--- src/rtl/ram_pkg.sv ---
// Shared constants, helper function and clear-FSM state type for the
// simple-dual-port RAM.
package ram_pkg;

  localparam int RDW_OLD = 0;
  localparam int RDW_NEW = 1;

  typedef enum logic {
    ST_CLEAR = 1'b0,
    ST_READY = 1'b1
  } ram_clr_state_t;

  function automatic int clog2(input int unsigned value);
    int unsigned r;
    r = 0;
    while ((32'd1 << r) < value) r++;
    return int'(r);
  endfunction

endpackage

--- src/rtl/ram_sdp_clear_ctrl.sv ---
// Post-reset clear sweep: walks every address once, holding busy high until
// the last word has been written.
module ram_sdp_clear_ctrl
  import ram_pkg::*;
#(
  parameter int DEPTH      = 8,
  parameter int ADDR_WIDTH = clog2(DEPTH)
) (
  input  logic                  clk,
  input  logic                  rst_n,
  output logic                  busy,
  output logic                  clr_we,
  output logic [ADDR_WIDTH-1:0] clr_addr
);

  localparam logic [ADDR_WIDTH-1:0] LAST = ADDR_WIDTH'(DEPTH - 1);

  ram_clr_state_t        state;
  logic [ADDR_WIDTH-1:0] ptr;

  always_ff @(posedge clk) begin
    if (!rst_n) begin
      state <= ST_CLEAR;
      ptr   <= '0;
      busy  <= 1'b1;
    end else begin
      case (state)
        ST_CLEAR: begin
          ptr <= ptr + ADDR_WIDTH'(1);
          if (ptr == LAST) begin
            state <= ST_READY;
            busy  <= 1'b0;
          end
        end
        ST_READY: begin
          ptr <= ptr;
        end
        default: begin
          state <= ST_CLEAR;
          ptr   <= '0;
          busy  <= 1'b1;
        end
      endcase
    end
  end

  assign clr_we   = (state == ST_CLEAR);
  assign clr_addr = ptr;

endmodule

--- src/rtl/ram_sdp_sync.sv ---
// Synchronous simple-dual-port RAM with byte-lane writes, selectable
// read-during-write policy and a clear sweep after reset.
// Define RAM_SDP_OREG_EN to add an output pipeline register (2-cycle reads).
module ram_sdp_sync
  import ram_pkg::*;
#(
  parameter int                     DATA_WIDTH  = 8,
  parameter int                     ADDR_WIDTH  = 3,
  parameter int                     BYTE_WIDTH  = 8,
  parameter int                     RDW_MODE    = 0,
  parameter logic [DATA_WIDTH-1:0]  CLEAR_VALUE = '0
) (
  input  logic                             clk,
  input  logic                             rst_n,
  input  logic                             we,
  input  logic [DATA_WIDTH/BYTE_WIDTH-1:0] wbe,
  input  logic [ADDR_WIDTH-1:0]            waddr,
  input  logic [DATA_WIDTH-1:0]            wdata,
  input  logic                             re,
  input  logic [ADDR_WIDTH-1:0]            raddr,
  output logic [DATA_WIDTH-1:0]            rdata,
  output logic                             rvalid,
  output logic                             busy
);

  localparam int NB    = DATA_WIDTH / BYTE_WIDTH;
  localparam int DEPTH = 1 << ADDR_WIDTH;

  logic [DATA_WIDTH-1:0] mem [DEPTH];
  logic                  clr_we;
  logic [ADDR_WIDTH-1:0] clr_addr;
  logic [DATA_WIDTH-1:0] rd_word;
  logic [DATA_WIDTH-1:0] rd_q;
  logic                  rv_q;

  ram_sdp_clear_ctrl #(
    .DEPTH      (DEPTH),
    .ADDR_WIDTH (ADDR_WIDTH)
  ) u_clear (
    .clk      (clk),
    .rst_n    (rst_n),
    .busy     (busy),
    .clr_we   (clr_we),
    .clr_addr (clr_addr)
  );

  // New-data mode forwards enabled write lanes; otherwise the array's
  // pre-edge contents are the old data.
  always_comb begin
    rd_word = mem[raddr];
    if (RDW_MODE == RDW_NEW && we && waddr == raddr) begin
      for (int unsigned i = 0; i < NB; i++) begin
        if (wbe[i]) rd_word[i*BYTE_WIDTH +: BYTE_WIDTH] = wdata[i*BYTE_WIDTH +: BYTE_WIDTH];
      end
    end
  end

  always_ff @(posedge clk) begin
    if (rst_n) begin
      if (clr_we) begin
        mem[clr_addr] <= CLEAR_VALUE;
      end else if (we) begin
        for (int unsigned i = 0; i < NB; i++) begin
          if (wbe[i]) mem[waddr][i*BYTE_WIDTH +: BYTE_WIDTH] <= wdata[i*BYTE_WIDTH +: BYTE_WIDTH];
        end
      end
    end
  end

  always_ff @(posedge clk) begin
    if (!rst_n) begin
      rd_q <= '0;
      rv_q <= 1'b0;
    end else if (re && !busy) begin
      rd_q <= rd_word;
      rv_q <= 1'b1;
    end else begin
      rv_q <= 1'b0;
    end
  end

`ifdef RAM_SDP_OREG_EN
  always_ff @(posedge clk) begin
    if (!rst_n) begin
      rdata  <= '0;
      rvalid <= 1'b0;
    end else begin
      rvalid <= rv_q;
      if (rv_q) rdata <= rd_q;
    end
  end
`else
  assign rdata  = rd_q;
  assign rvalid = rv_q;
`endif

endmodule
--- config.mk ---
export PLATFORM = sky130hd
export DESIGN_NAME = ram_sdp_sync
export DESIGN_NICKNAME = d
export VERILOG_FILES = /design/src/rtl/ram_pkg.sv /design/src/rtl/ram_sdp_clear_ctrl.sv /design/src/rtl/ram_sdp_sync.sv
export SDC_FILE = /design/constraint.sdc
export NUM_CORES = 1
export LEC_CHECK = 0
export ABC_AREA = 1
export ABC_CLOCK_PERIOD_IN_PS = 3900
export BUFFER_PORTS_ARGS = -buffer_cell sky130_fd_sc_hd__buf_2
export CORE_ASPECT_RATIO = 0.6
export CORE_MARGIN = 4
export CORE_UTILIZATION = 40
export CTS_BUF_LIST = sky130_fd_sc_hd__clkbuf_2 sky130_fd_sc_hd__clkbuf_4 sky130_fd_sc_hd__clkbuf_8
export CTS_CLUSTER_DIAMETER = 30
export DETAILED_ROUTE_END_ITERATION = 16
export PLACE_DENSITY = 0.6
export SLEW_MARGIN = 20
export SYNTH_ARGS = -nofsm -noshare
export SYNTH_HDL_FRONTEND = slang
export SYNTH_SLANG_ARGS = --single-unit
--- constraint.sdc ---
create_clock -name clk -period 3.9 [get_ports clk]
set_input_delay 0.39 -clock clk [delete_from_list [all_inputs] [get_ports clk]]
set_output_delay 0.39 -clock clk [all_outputs]
set_load 0.005 [all_outputs]
==> impl_metrics.csv <==
group,metric,value,unit
setup_path,worstPathCellList,"nand4_2 > o21ai_0 > o211ai_2 > nor2_1",
place,dp_hpwl,5680,microns
timing,finalMaxSlewViolations,0,
worst_hold_path,min_path_type,"primary input to register",
finish,fill_cells,834,
detailed_routing,drtPass1Iterations,4,
synthesis,synthTopCellsByArea,"edfxtp_1 (55%), inv_1 (10%), nand2_1 (9.5%)",
timing,timing.fmax,436,MHz
clock_tree,postCtsSetupBuffers,0,
clock_tree,cts_root_buffer,"clkbuf_8",
timing,period_needed,2.29,ns
setup_path,worstPathArrival,2.28,ns
clock_tree,insertion_delay,0.35,ns
place,place_inst,500,
global_route,grt_pass1_vias,2280,
setup_path,cp_data_required_time,3.88,ns
synthesis,synth_area_per_cell,9.26,sq um
timing,finalCritPeriodShare,0.588,
timing,setup_violations,0,
setup_path,path_max_fanout,16,
global_route,track_usage,0.167,
power,p_leak,1.74,nW
detailed_routing,drc,0,
global_route,globalRoute.totalOverflow,0,
detailed_routing,drt-initial-drc-count,189,
detailed_routing,vias,2420,
run_status,outcome,"finished clean",
place,numPortBuffers,28,
synthesis,syn-num-nets,396,
finish,nets,420,
floorplan,die_h,80.2,microns
setup_path,r2r.worst_path.cells,4,
finish,mostFrequentLayoutCells,"inv_1 (93), nand2_1 (88), edfxtp_1 (64)",
synthesis,ys_warn_count,0,
synthesis,synth_top_area_share,0.554,
worst_hold_path,hold_start,"rst_n",
clock_tree,cts_max_level,3,
timing,final_hold_viol_count,0,
floorplan,die_w,128,microns
floorplan,initial_core_util,0.409,
detailed_routing,postRouteAntennaNets,0,
detailed_routing,wl_per_cell,15.6,microns
synthesis,synth-seq-cells,78,
synthesis,synthCells,375,
timing,worstMarginPinSlew,1.01,ns
worst_hold_path,hold_end,"u_clear.busy",
power,vdd_drop_max,0.255,mV
synthesis,synthFlopType,"edfxtp_1",
synthesis,async_flop_share,0,
setup_path,cp-end-kind,"register",
floorplan,ios,29,
flow_run,drv_cap,0,
timing,rsz0062_at_grt,"no",
global_route,antenna_found_initial,0,
finish,multi_input_area,846,sq um
clock_tree,cts_num_sinks,78,
floorplan,core_area,8490,sq um
setup_path,path_delay_family,"simple AND/OR/NAND/NOR gates",
power,power_density,407,nW/um^2
finish,area_growth,10.8,%
global_route,grt_first_pass_wirelength,12400,microns
detailed_routing,vias_per_cell,4.69,
synthesis,synth_area_leader_cell,"edfxtp_1",
clock_tree,cts.reportedPaths.clkPinSlew,0.08,ns
finish,num_antenna_cells,0,
setup_path,cp_slowest_cell,"nor2_1",
clock_tree,cts_tree,"done",
setup_path,slowest_delay,0.58,ns
timing,fin_worst_skew,0.00919,ns
synthesis,synthDistinctLibCells,19,
place,gp_congestion,0.819,
clock_tree,cts_buffers,9,
clock_tree,postCtsHoldBufs,0,
finish,mostFrequentLayoutCell,"inv_1",
floorplan,placementRows,26,
timing,slew_headroom,0.323,
setup_path,worst-setup-path-type,"register to register",
setup_path,critPathLaunchType,"register",
finish,regArea,2200,sq um
clock_tree,clock_path_buffers,2,
floorplan,dieArea,10300,sq um
clock_tree,post_cts_resized,0,
worst_hold_path,whs_path_depth,2,
setup_path,r2r_slack,1.61,ns
finish,drive_gt1_frac,0.119,
synthesis,synth_edf_count,64,
setup_path,crit_buf_inv,0,
global_route,grt_max_degree,34,
setup_path,r2r_start,"u_clear.state",
timing,fin_setup_tns,0,ns
synthesis,syn-cell-area,3470,sq um
setup_path,r2r-end,"mem[5][7]",
synthesis,synth-seq-area-share,0.634,
finish,final_cell_count_no_fill,516,
detailed_routing,wirelength,8030,microns
## worst max path at each step
| stage | start | slack (ns) | to | cells after the start |
|---|---|---|---|---|
| global route | u_clear.state | 1.33 | mem[3][7] | 4 |
| global placement | rst_n | 1.50 | mem[1][7] | 5 |
| floorplan | u_clear.state | 2.19 | mem[0][0] | 5 |
| CTS | u_clear.state | 1.57 | mem[5][7] | 4 |
| finish | u_clear.state | 1.61 | mem[5][7] | 4 |
| detailed placement | rst_n | 1.39 | mem[5][7] | 5 |
## cell usage after synthesis, types with 2 or more instances
cell       n
nor2_1    21
o21ai_0   13
ha_1       2
clkbuf_1   7
o21ai_1    2
dfxtp_1   14
nand3_1   48
nand2_1   88
edfxtp_1  64
inv_1     93
a21oi_1   10
buf_2      6
## power breakdown
group	internal [mW]	switching (mW)	leakage [nW]	total [mW]
Clock	0.250	0.280	0.0961	0.529
Sequential	0.912	0.00683	0.791	0.918
Combinational	0.0346	0.0829	0.856	0.117
## kinds of logic (layout without fill, tap and decap cells)
kind of cell | Yosys count | count (layout) | synth area share
AOI/OAI and AO/OA | 27 | 27 | 0.0422
adders and majority gates | 2 | 2 | 0.00721
buffers and inverters | 108 | 137 | 0.122
DFF | 78 | 78 | 0.634
and+or+nand+nor | 160 | 160 | 0.194
## per-stage QoR
stage	utilization	total power, mW	cell area, sq um	hold slack (ns)	setup WS (ns)
final	0.453	1.57	3850	0.334	1.61
after global routing	0.453	1.64	3850	0.346	1.33
after CTS	0.453	1.58	3850	0.316	1.57
after detailed placement	0.433	1.05	3680	0.475	1.39
after global placement	0.433	1.05	3680	0.454	1.50
after floorplan	-	1.01	3470	0.461	2.19
## cell type report
class                   count  share of cell area
clock buffers              11              0.0377
repair buffers             28              0.0364
clock inverters             5             0.00650
inverters                  93              0.0907
multi-input cells         189               0.220
well taps                 112              0.0364
flip-flops and latches     78               0.572
## layer usage
| layer | track usage | vias to the layer above | share of wire |
|---|---|---|---|
| li1 | - | 1219 | - |
| met1 | 0.244 | 1136 | 0.50 |
| met4 | 0.0456 | 0 | 0.015 |
| met3 | 0.0578 | 12 | 0.070 |
| met5 | 0 | - | 0 |
| met2 | 0.234 | 53 | 0.41 |
## sequential cells by signal (all words and copies together), names as in the netlist
name / flops
rvalid: 1
u_clear.state: 1
u_clear.busy: 1
rdata: 8
u_clear.clr_addr: 3
mem: 64
Note: power is estimated with default switching activity, not from simulation.
